==> config.mk <==
export PLATFORM = sky130hd
export DESIGN_NAME = evo_pmux_csr_burst
export DESIGN_NICKNAME = d
export VERILOG_FILES = /design/src/rtl/evo_pmux_csr_pkg.sv /design/src/rtl/evo_pmux_rf.sv /design/src/rtl/evo_pmux_csr_burst.sv
export SDC_FILE = /design/constraint.sdc
export NUM_CORES = 2
export LEC_CHECK = 0
export CAP_MARGIN = 40
export CORE_AREA = 2 2 632 634
export CTS_CLUSTER_SIZE = 16
export DETAILED_ROUTE_END_ITERATION = 8
export DIE_AREA = 0 0 634 636
export HOLD_SLACK_MARGIN = 0.1
export PLACE_DENSITY = 0.33
export SYNTH_ARGS = -nofsm -noshare
export SYNTH_HDL_FRONTEND = slang
export SYNTH_SLANG_ARGS = --single-unit
==> constraint.sdc <==
create_clock -name clk -period 7.43 [get_ports clk]
set_input_delay 1.1145 -clock clk [delete_from_list [all_inputs] [get_ports clk]]
set_output_delay 1.1145 -clock clk [all_outputs]
set_load 0.005 [all_outputs]
==> src/rtl/evo_pmux_csr_pkg.sv <==
// rtl/evo_pmux_csr_pkg.sv - bit indices, fill FSM states and pattern helper for the pmux CSR block
package evo_pmux_csr_pkg;

   // CTL register bit positions
   localparam int CTL_AUTO_INC = 0;
   localparam int CTL_PAT_CMD  = 1;
   localparam int CTL_PAT_SHFT = 2;
   localparam int CTL_SEL_DIR  = 4;
   localparam int CTL_SEL_OUT  = 5;
   localparam int CTL_SEL_EN   = 6;
   localparam int CTL_SEL_ALL  = 7;
   localparam int CTL_PAT_LSB  = 24;

   // Bits of CTL that are actually stored; everything else reads back 0
   localparam logic [31:0] CTL_RW_MASK = 32'hFF00_00F7;

   // STS register bit positions
   localparam int STS_BUSY   = 0;
   localparam int STS_DONE   = 1;
   localparam int STS_IN_CHG = 2;
   localparam int STS_ERR    = 3;

   typedef enum logic [1:0] {
      ST_IDLE = 2'd0,
      ST_FILL = 2'd1,
      ST_DONE = 2'd2
   } fill_state_t;

   // Pattern byte for fill index idx: rotated left by idx mod 8 when shft is set
   function automatic logic [7:0] pat_value(input logic [7:0] pat, input logic [7:0] idx,
                                            input logic shft);
      logic [15:0] dbl;
      logic [2:0]  amt;
      amt = shft ? 3'(idx % 8'd8) : 3'd0;
      dbl = {pat, pat} << amt;
      return dbl[15:8];
   endfunction

endpackage

==> src/rtl/evo_pmux_rf.sv <==
// rtl/evo_pmux_rf.sv - MUX_WIDTH x PORT_DWIDTH register file with CSR and fill write ports
module evo_pmux_rf #(
   parameter int PORT_DWIDTH = 32,
   parameter int MUX_WIDTH   = 16,
   parameter int PTR_WIDTH   = $clog2(MUX_WIDTH)
) (
   input  logic                             clk,
   input  logic                             rstn,
   input  logic                             csr_we,
   input  logic [PTR_WIDTH-1:0]             csr_idx,
   input  logic [PORT_DWIDTH-1:0]           csr_data,
   input  logic                             fill_we,
   input  logic [PTR_WIDTH-1:0]             fill_idx,
   input  logic [PORT_DWIDTH-1:0]           fill_data,
   input  logic [PTR_WIDTH-1:0]             rd_idx,
   output logic [PORT_DWIDTH-1:0]           rd_data,
   output logic [PORT_DWIDTH*MUX_WIDTH-1:0] flat
);

   logic [PORT_DWIDTH-1:0] mem [MUX_WIDTH];

   // Storage update; the fill engine wins over a CSR write to the same file
   always_ff @(posedge clk) begin
      if (!rstn) begin
         for (int i = 0; i < MUX_WIDTH; i++) mem[i] <= '0;
      end else if (fill_we) begin
         mem[fill_idx] <= fill_data;
      end else if (csr_we) begin
         mem[csr_idx] <= csr_data;
      end
   end

   assign rd_data = mem[rd_idx];

   for (genvar g = 0; g < MUX_WIDTH; g++) begin : g_flat
      assign flat[g*PORT_DWIDTH +: PORT_DWIDTH] = mem[g];
   end

endmodule

==> src/rtl/evo_pmux_csr_burst.sv <==
// rtl/evo_pmux_csr_burst.sv - pin-mux CSR slave with burst writes, pattern fill and input capture
module evo_pmux_csr_burst
   import evo_pmux_csr_pkg::*;
#(
   parameter int CSR_AWIDTH  = 4,
   parameter int CSR_DWIDTH  = 32,
   parameter int PORT_DWIDTH = 32,
   parameter int MUX_WIDTH   = 16,
   parameter int PTR_WIDTH   = $clog2(MUX_WIDTH),
   parameter logic [CSR_AWIDTH-1:0] PMUX_CSR_CTL_ADDR   = CSR_AWIDTH'(0),
   parameter logic [CSR_AWIDTH-1:0] PMUX_CSR_STS_ADDR   = CSR_AWIDTH'(1),
   parameter logic [CSR_AWIDTH-1:0] PMUX_CSR_WRADR_ADDR = CSR_AWIDTH'(2),
   parameter logic [CSR_AWIDTH-1:0] PMUX_CSR_DIR_ADDR   = CSR_AWIDTH'(3),
   parameter logic [CSR_AWIDTH-1:0] PMUX_CSR_OUT_ADDR   = CSR_AWIDTH'(4),
   parameter logic [CSR_AWIDTH-1:0] PMUX_CSR_EN_ADDR    = CSR_AWIDTH'(5),
   parameter logic [CSR_AWIDTH-1:0] PMUX_CSR_IN_ADDR    = CSR_AWIDTH'(6)
) (
   input  logic                             clk,
   input  logic                             rstn,
   output logic [PORT_DWIDTH*MUX_WIDTH-1:0] pmux_dir_o,
   output logic [PORT_DWIDTH*MUX_WIDTH-1:0] pmux_out_o,
   output logic [PORT_DWIDTH*MUX_WIDTH-1:0] pmux_en_o,
   input  logic [PORT_DWIDTH-1:0]           pmux_in_i,
   input  logic [CSR_AWIDTH-1:0]            avs_csr_address,
   input  logic                             avs_csr_read,
   input  logic                             avs_csr_write,
   input  logic [CSR_DWIDTH-1:0]            avs_csr_writedata,
   output logic [CSR_DWIDTH-1:0]            avs_csr_readdata,
   output logic                             avs_csr_readdatavalid,
   output logic                             avs_csr_waitrequest,
   output logic                             avs_csr_waitresponse
);

   localparam logic [PTR_WIDTH-1:0] IDX_LAST = PTR_WIDTH'(MUX_WIDTH - 1);

   fill_state_t            state_q, state_d;
   logic [PTR_WIDTH-1:0]   idx_q, idx_d, wr_ptr_q;
   logic [31:0]            ctl_q;
   logic                   sts_done_q, sts_in_chg_q, sts_err_q;
   logic [PORT_DWIDTH-1:0] sync1_q, sync2_q, in_prev_q;
   logic [PORT_DWIDTH-1:0] fill_data, dir_rd, out_rd, en_rd;
   logic [CSR_DWIDTH-1:0]  rd_mux;
   logic                   hit_ctl, hit_sts, hit_wradr, hit_dir, hit_out, hit_en, hit_in;
   logic                   busy, wr_acc, pat_cmd_wr, fill_start, fill_nosel, fill_we, done_set;
   logic                   wradr_bad;

   assign hit_ctl   = avs_csr_address == PMUX_CSR_CTL_ADDR;
   assign hit_sts   = avs_csr_address == PMUX_CSR_STS_ADDR;
   assign hit_wradr = avs_csr_address == PMUX_CSR_WRADR_ADDR;
   assign hit_dir   = avs_csr_address == PMUX_CSR_DIR_ADDR;
   assign hit_out   = avs_csr_address == PMUX_CSR_OUT_ADDR;
   assign hit_en    = avs_csr_address == PMUX_CSR_EN_ADDR;
   assign hit_in    = avs_csr_address == PMUX_CSR_IN_ADDR;

   // While filling, anything that could disturb the files, pointer or fill config is stalled
   assign busy                 = state_q == ST_FILL;
   assign avs_csr_waitrequest  = busy & avs_csr_write &
                                 (hit_wradr | hit_dir | hit_out | hit_en | hit_ctl);
   assign avs_csr_waitresponse = 1'b0;
   assign wr_acc               = avs_csr_write & ~avs_csr_waitrequest;

   assign pat_cmd_wr = wr_acc & hit_ctl & avs_csr_writedata[CTL_PAT_CMD];
   assign fill_start = pat_cmd_wr & (|avs_csr_writedata[CTL_SEL_ALL:CTL_SEL_DIR]);
   assign fill_nosel = pat_cmd_wr & ~(|avs_csr_writedata[CTL_SEL_ALL:CTL_SEL_DIR]);
   assign wradr_bad  = avs_csr_writedata >= CSR_DWIDTH'(MUX_WIDTH);

   assign fill_data = {(PORT_DWIDTH/8){pat_value(ctl_q[31:CTL_PAT_LSB], 8'(idx_q),
                                                 ctl_q[CTL_PAT_SHFT])}};

   // Fill FSM state and index register
   always_ff @(posedge clk) begin
      if (!rstn) begin
         state_q <= ST_IDLE;
         idx_q   <= '0;
      end else begin
         state_q <= state_d;
         idx_q   <= idx_d;
      end
   end

   // Fill FSM next state; a command landing in DONE restarts rather than being dropped
   always_comb begin
      state_d  = state_q;
      idx_d    = idx_q;
      fill_we  = 1'b0;
      done_set = fill_nosel;
      case (state_q)
         ST_IDLE: begin
            if (fill_start) begin
               state_d = ST_FILL;
               idx_d   = '0;
            end
         end
         ST_FILL: begin
            fill_we = 1'b1;
            if (idx_q == IDX_LAST) state_d = ST_DONE;
            else                   idx_d   = idx_q + 1'b1;
         end
         ST_DONE: begin
            done_set = 1'b1;
            state_d  = fill_start ? ST_FILL : ST_IDLE;
            idx_d    = '0;
         end
         default: state_d = ST_IDLE;
      endcase
   end

   // CTL register; PAT_CMD is a one-cycle pulse
   always_ff @(posedge clk) begin
      if (!rstn)                 ctl_q <= '0;
      else if (wr_acc & hit_ctl) ctl_q <= avs_csr_writedata[31:0] & CTL_RW_MASK;
      else                       ctl_q[CTL_PAT_CMD] <= 1'b0;
   end

   // Write pointer: explicit load (range checked) or auto-increment with wrap
   always_ff @(posedge clk) begin
      if (!rstn) begin
         wr_ptr_q <= '0;
      end else if (wr_acc & hit_wradr) begin
         if (!wradr_bad) wr_ptr_q <= avs_csr_writedata[PTR_WIDTH-1:0];
      end else if (wr_acc & (hit_dir | hit_out | hit_en) & ctl_q[CTL_AUTO_INC]) begin
         wr_ptr_q <= (wr_ptr_q == IDX_LAST) ? '0 : wr_ptr_q + 1'b1;
      end
   end

   // Sticky status bits: a set event beats a same-cycle write-1-to-clear
   always_ff @(posedge clk) begin
      if (!rstn) begin
         sts_done_q   <= 1'b0;
         sts_in_chg_q <= 1'b0;
         sts_err_q    <= 1'b0;
      end else begin
         sts_done_q   <= done_set | (sts_done_q &
                         ~(wr_acc & hit_sts & avs_csr_writedata[STS_DONE]));
         sts_in_chg_q <= (sync2_q != in_prev_q) | (sts_in_chg_q &
                         ~(wr_acc & hit_sts & avs_csr_writedata[STS_IN_CHG]));
         sts_err_q    <= (wr_acc & hit_wradr & wradr_bad) | (sts_err_q &
                         ~(wr_acc & hit_sts & avs_csr_writedata[STS_ERR]));
      end
   end

   // Two-flop synchroniser for the pins plus the previous value for change detection
   always_ff @(posedge clk) begin
      if (!rstn) begin
         sync1_q   <= '0;
         sync2_q   <= '0;
         in_prev_q <= '0;
      end else begin
         sync1_q   <= pmux_in_i;
         sync2_q   <= sync1_q;
         in_prev_q <= sync2_q;
      end
   end

   evo_pmux_rf #(.PORT_DWIDTH(PORT_DWIDTH), .MUX_WIDTH(MUX_WIDTH), .PTR_WIDTH(PTR_WIDTH)) u_rf_dir (
      .clk(clk), .rstn(rstn),
      .csr_we(wr_acc & hit_dir), .csr_idx(wr_ptr_q), .csr_data(avs_csr_writedata[PORT_DWIDTH-1:0]),
      .fill_we(fill_we & (ctl_q[CTL_SEL_DIR] | ctl_q[CTL_SEL_ALL])), .fill_idx(idx_q),
      .fill_data(fill_data), .rd_idx(wr_ptr_q), .rd_data(dir_rd), .flat(pmux_dir_o)
   );

   evo_pmux_rf #(.PORT_DWIDTH(PORT_DWIDTH), .MUX_WIDTH(MUX_WIDTH), .PTR_WIDTH(PTR_WIDTH)) u_rf_out (
      .clk(clk), .rstn(rstn),
      .csr_we(wr_acc & hit_out), .csr_idx(wr_ptr_q), .csr_data(avs_csr_writedata[PORT_DWIDTH-1:0]),
      .fill_we(fill_we & (ctl_q[CTL_SEL_OUT] | ctl_q[CTL_SEL_ALL])), .fill_idx(idx_q),
      .fill_data(fill_data), .rd_idx(wr_ptr_q), .rd_data(out_rd), .flat(pmux_out_o)
   );

   evo_pmux_rf #(.PORT_DWIDTH(PORT_DWIDTH), .MUX_WIDTH(MUX_WIDTH), .PTR_WIDTH(PTR_WIDTH)) u_rf_en (
      .clk(clk), .rstn(rstn),
      .csr_we(wr_acc & hit_en), .csr_idx(wr_ptr_q), .csr_data(avs_csr_writedata[PORT_DWIDTH-1:0]),
      .fill_we(fill_we & (ctl_q[CTL_SEL_EN] | ctl_q[CTL_SEL_ALL])), .fill_idx(idx_q),
      .fill_data(fill_data), .rd_idx(wr_ptr_q), .rd_data(en_rd), .flat(pmux_en_o)
   );

   // Read data select; unmapped addresses return 0
   always_comb begin
      rd_mux = '0;
      if      (hit_ctl)   rd_mux = CSR_DWIDTH'(ctl_q);
      else if (hit_sts)   rd_mux = CSR_DWIDTH'({sts_err_q, sts_in_chg_q, sts_done_q, busy});
      else if (hit_wradr) rd_mux = CSR_DWIDTH'(wr_ptr_q);
      else if (hit_dir)   rd_mux = CSR_DWIDTH'(dir_rd);
      else if (hit_out)   rd_mux = CSR_DWIDTH'(out_rd);
      else if (hit_en)    rd_mux = CSR_DWIDTH'(en_rd);
      else if (hit_in)    rd_mux = CSR_DWIDTH'(sync2_q);
   end

   // Registered read response, latency 1
   always_ff @(posedge clk) begin
      if (!rstn) begin
         avs_csr_readdata      <= '0;
         avs_csr_readdatavalid <= 1'b0;
      end else begin
         avs_csr_readdatavalid <= avs_csr_read;
         if (avs_csr_read) avs_csr_readdata <= rd_mux;
      end
   end

endmodule

-- Yosys cells after proc, flatten, opt, wreduce, memory -nomap -nowiden
Memory sizes are Yosys's and may differ from the RTL's. A register that Yosys moved wholly into a read port is not among the register bits.
Index checks and enable logic that the tools add are counted.
- bits in latches: 0
- memories kept: 3
- bits in writable memories: 1536
- flip-flop bits (word level): 157
- ROM bits: 0
- output and inout bits: 1571
- memory list (memory ; words ; width ; rd ports ; clocked after memory_dff ; write ports ; line ; text):
    u_rf_dir.mem ; 16 ; 32 ; 17 ; 1 ; 16 ; evo_pmux_rf.sv:20 ; logic [PORT_DWIDTH-1:0] mem [MUX_WIDTH];
    u_rf_en.mem ; 16 ; 32 ; 17 ; 1 ; 16 ; evo_pmux_rf.sv:20 ;
    u_rf_out.mem ; 16 ; 32 ; 17 ; 1 ; 16 ; evo_pmux_rf.sv:20 ;
- reduce and logical (&&, ||, !) cells: 15
- mux-type cells: 67
- div/mod/pow operators: 0
- add/sub/neg operators: 2
- bitwise logic cells: 41
- magnitude comparators: 1
- shift operators: 1
- multiply operators: 0
- eq/ne operators: 15
- operators by type and width (operator ; count):
    $mux W32 ; 13
    $reduce_or A32 Y1 ; 6
    $mux W4 ; 18
    $ge A32 B5 Y1 const B ; 1
    $ne A32 B32 Y1 ; 1
    $mux W1 ; 31
    $and A1 B1 Y1 ; 24
    $shl A16 B3 Y16 ; 1
    $eq A4 B3 Y1 const B ; 3
    $or A1 B1 Y1 ; 12
    $pmux W4 S3 ; 1
    $add A4 B1 Y4 const B ; 2
    $eq A4 B2 Y1 const B ; 2
    $eq A4 B4 Y1 const B ; 2
    $ne A2 B2 Y1 const B ; 3
    $pmux W2 S3 ; 1
    $reduce_and A2 Y1 ; 3
    $not A1 Y1 ; 5
    $eq A4 B1 Y1 const B ; 1
    $logic_not A4 Y1 ; 1
    $mux W2 ; 2
    $reduce_or A4 Y1 ; 1
    $mux W3 ; 1
    $reduce_and A3 Y1 ; 1
    6 further kinds ; 6

-- Longest topological paths before layout
- depth after elaboration: 15
- mapped depth: 11
- gate-level depth less buffers: 6

-- Modules after synthesis
Synthesis repeated with hierarchy kept, for this count alone.
- cell total of the unflattened synthesis: 5220
- area, all modules: 75473.6 um2
- modules (own cells, without submodules) (module ; cells each ; instances ; area an instance (um2)):
    evo_pmux_rf at u_rf_en ... ; 1490 ; 2 ; 22566.6
    evo_pmux_rf at u_rf_dir ; 1528 ; 1 ; 23468.8
    evo_pmux_csr_burst ; 712 ; 1 ; 6871.6

-- Worst setup path before layout
Ideal clock, no wire load.
- path kind: input to register
- start point: in avs_csr_address[3]
- end point: mem u_rf_en.mem[15][0], enable pin
- setup slack: 3390 ps
- required time: 7041 ps
- setup time: 389 ps
- cell stages on the path: 11
- data arrival time: 3650 ps
- buffers on the path: 6
- cells stage by stage: buf_4 or3b_1 buf_4 o311a_1 buf_6 buf_6 buf_6 a21oi_2 o21ai_2 buf_2 nand2_1
- RTL lines (element ; line ; text):
    start: declaration ; evo_pmux_csr_burst.sv:24 ; input logic [CSR_AWIDTH-1:0] avs_csr_address,
    end: declaration ; evo_pmux_rf.sv:20 ;

-- Worst setup path in the final report
- start point: in avs_csr_address[2]
- end point: out avs_csr_waitrequest
- longest elaborated chain between the ends: 6
- elaborated cells between the ends (all ways): 10
- classes of those cells: 4 x eq/ne; 5 x bitwise; 1 x reduce/logical
- RTL lines (element ; line ; text):
    $eq A4 B2 Y1, on equally long branches ; evo_pmux_csr_burst.sv:49, evo_pmux_csr_burst.sv:50 ;
    $or A1 B1 Y1 (3 in series) ; evo_pmux_csr_burst.sv:58 ; (hit_wradr | hit_dir | hit_out | hit_en | hit_ctl);
    $or A1 B1 Y1 * ; evo_pmux_csr_burst.sv:58 ;
    $and A1 B1 Y1 * ; evo_pmux_csr_burst.sv:57 ; assign avs_csr_waitrequest = busy & avs_csr_write &
    end: declaration ; evo_pmux_csr_burst.sv:30 ; output logic avs_csr_waitrequest,
Mark *: on every way between the ends. The rest lies on a longest branch, timed or not.

==> flow_summary_export.csv <==
group,metric,value,unit
detailed_routing,dr.first_iter.drc_count,5543,
grt,overflow,0,
synth,yosysWarnings,0,
timing,fin_crit_sh,67.39,%
critical_path,critPathLaunchType,"input pin",
critical_path,critical_path.top_delay_family,"buffers and inverters",
critical_path,worstPathArrival,3890,ps
critical_path,r2r-end,"u_rf_dir.mem[9][10]",
critical_path,critPathKind,"input pin to output pin",
floorplan,start_util,18.90,%
floorplan,fp.dieH,636,µm
critical_path,cp-end-kind,"output pin",
critical_path,path_common_cell,"clkdlybuf4s50_1",
critical_path,slowest_stage,"clkdlybuf4s50_1",
cts,clock_path_buffers,4,
grt,use_met2,44.87,%
floorplan,dieWidth,634,µm
critical_path,reg2reg_depth,7,
timing,timing.hold.ws,360.2,ps
cells_and_area,final_cells,12400,
synth,synth_top_family_by_area,"multiplexers",
placed_design,port_buffers,1641,
floorplan,pin_count,1643,
timing,setup_viol,0,
grt,antenna_found_initial,39,
pwr,p_switching,6.044,mW
critical_path,critical_path_buf_inv_count,3,
synth,yosys.cell_count.top_type,"nor2_1",
placed_design,pre_cts_slack,1694,ps
hold_path,hold_path.class,"flip-flop to flip-flop",
timing,max_freq,199.7,MHz
timing,setup_tns,0,ps
timing,slew_viol_final,0,
synth,synth_seq_cells,1697,
critical_path,worst-path-max-fanout,16,
hold_path,min_path_cells,1,
synth,synth_top_area_share,61.47,%
synth,async_flop_share,0,%
cells_and_area,layout.nets,7014,
cells_and_area,syn2layout_area_growth,42.27,%
pwr,power.leakage,33.75,nW
floorplan,core_area,0.3971,mm²
synth,synth-xor-area-share,0.3968,%
synth,avgSynthCellArea,14.34,µm²
synth,synthDistinctLibCells,75,
cts,cts_hold_buf,0,
synth,syn_inst,5233,
cells_and_area,drive_above_1_share,18.36,%
detailed_routing,num_vias,56010,
timing,finalClockSkew,82.69,ps
cts,clock-root-buffer,"clkbuf_16",
floorplan,num_rows,232,
synth,synthMuxAreaShare,16.15,%
critical_path,r2r_start,"state_q[0]",
pwr,sw_frac_of_total,25.80,%
critical_path,cp_cell_sequence,"clkdlybuf4s50_1 > and2_1 > nor4_1 > buf_2 > clkdlybuf4s50_1",
pwr,ir_worst_vdd,0.1779,mV
timing,hold_violations,0,
detailed_routing,avgViaCountPerCell,4.517,
critical_path,crit_start,"avs_csr_address[2]",
grt,grt_use_met3,6.160,%
grt,grt_max_degree,100,
cts,cts_resized,0,
critical_path,r2r_slack,3400,ps
grt,first_global_vias,56460,
cts,htreeDepth,4,
grt,grt_pass1_wl,655300,µm
grt,use_met1,28.77,%
cts,cts.sinks,1697,
grt,busiest_layer,"met2",
pwr,powerDensity,219.5,mW/mm²
detailed_routing,drc,0,
synth,synth_compound_area_share,3.316,%
run,drv_cap,0,
pwr,seq_power_share,47.0,%
timing,slew_headroom,34.23,%
synth,synth_edf_count,1536,
timing,worst_slew_pin_slew,986.5,ps
cts,clock_latency,950,ps
detailed_routing,final_antenna_net_count,0,
hold_path,hold_start,"sync1_q[21]",
placed_design,dp_cells,11990,
cts,cts_tree,"done",
synth,yosys.area_share.adder,0.03335,%
timing,setup_slack,2423,ps
floorplan,dieArea,0.4032,mm²
cts,numCtsBuffers,216,
timing,period_needed,5007,ps
placed_design,place_congestion,0.8639,
synth,ys_seq_area_share,65.76,%
cells_and_area,filler_cell_count,40840,
hold_path,min_delay_worst_endpoint,"sync2_q[21]",
synth,syn_nets,5307,
timing,rsz0062_at_grt,"no",
pwr,combPwrFrac,8.3,%
placed_design,dpl.hpwl,390200,µm
detailed_routing,routed_wl,522500,µm
cts,path_clk_slew,60,ps
synth,synth-simple-area-share,11.13,%
critical_path,cp.required,6320,ps
synth,synthFlopType,"edfxtp_1",
detailed_routing,wl_per_cell,42.14,µm
pwr,p_int,17.39,mW
synth,synth_commonest_cells,"1616 x nor2_1, 1536 x edfxtp_1, 424 x mux4_2",
cells_and_area,regArea,0.04936,mm²
critical_path,critical-path-max-stage-delay,850,ps
cts,cts_setup_buffers,0,
synth,yosysTopAreaCell,"edfxtp_1",
pwr,clockPowerShare,44.7,%
detailed_routing,first_pass_iters,5,
synth,syn_area,0.07504,mm²
run_status,outcome,"finished, final reports clean",
synth,synth_area_leaders,"edfxtp_1 61%, mux4_2 13%, nor2_1 8.1%",
cells_and_area,multi_input_area,0.02411,mm²
grt,grt_usage,25.13,%
[per-layer routing]
| layer | up-vias | part of all wire, % |
|---|---|---|
| met5 | - | 0.021 |
| met4 | 18 | 4.3 |
| met3 | 514 | 7.0 |
| met2 | 2488 | 51 |
| met1 | 30260 | 38 |
| li1 | 22730 | - |
[kinds of logic (layout without fill, tap and decap cells)]
group,count (synthesis),after routing
muxes,626,626
other,1,12
xor gates and xnor gates,34,34
and+or+nand+nor,2035,2035
DFF,1697,1697
adders and majority gates,2,2
buffers and inverters,481,2372
AOI/OAI and AO/OA,357,357
[layout make-up]
class,count,share of cell area (%)
Sequential cell,1697,46.24
Tap cell,5265,6.171
Clock inverter,124,0.9739
Inverter,13,0.04571
Timing Repair Buffer,1957,18.55
Clock buffer,278,5.406
Multi-Input combinational cell,3055,22.59
Antenna cell,11,0.02578
[registers in the layout (all words and copies together), names as in the netlist, named ones only]
name                   cells
avs_csr_readdatavalid      1
u_rf_en.mem              512
ctl_q                     15
sync2_q                   32
sts_in_chg_q               1
sync1_q                   32
in_prev_q                 32
sts_done_q                 1
wr_ptr_q                   4
u_rf_dir.mem             512
idx_q                      4
u_rf_out.mem             512
avs_csr_readdata          32
sts_err_q                  1
state_q                    2
[metrics by stage]
step	power, mW	utilization [%]	cell area (µm²)
after floorplan	11.51	-	75040
after global placement	13.14	24.73	98220
after detailed placement	13.19	25.16	99920
after CTS	23.73	26.88	106700
after global routing	24.07	26.88	106700
final	23.43	26.88	106800
[cell usage in the layout, fill, tap and decap left out, drive strengths merged, types with 20 or more instances in the layout]
cell type and instances:
mux2 22, edfxtp 1536, nor2 1616, o22ai 20, o31ai 22, and2 99, mux4 424, clkbuf 279
clkdlybuf4s50 1635, nor2b 20, o21ai 78, buf 321, a22o 34, dfxtp 161, mux2i 180, nor3 68
nand2b 30, nand2 141, nand3 20, clkinv 102, a21oi 115
[power by group through the flow]
stage | Clock (mW) | Combinational, mW | Sequential (mW)
final | 10.5 | 1.95 | 11.0
after detailed placement | 0 | 1.98 | 11.2
after CTS | 10.7 | 1.99 | 11.0
after global placement | 0 | 1.93 | 11.2
after floorplan | 0 | 0.440 | 11.1
after global routing | 11.0 | 2.00 | 11.0
[how the worst max path moves through the flow]
stage          slack, ps  depth (start not counted)                  end
5_1_grt             2410                          5  avs_csr_waitrequest
6_report            2420                          5  avs_csr_waitrequest
3_3_place_gp        1350                          9   u_rf_en.mem[14][2]
3_5_place_dp        1690                         10   u_rf_en.mem[14][2]
2_1_floorplan       3390                         11   u_rf_en.mem[15][0]
4_1_cts             2450                          5  avs_csr_waitrequest
Power figures use the tool's default switching activity.
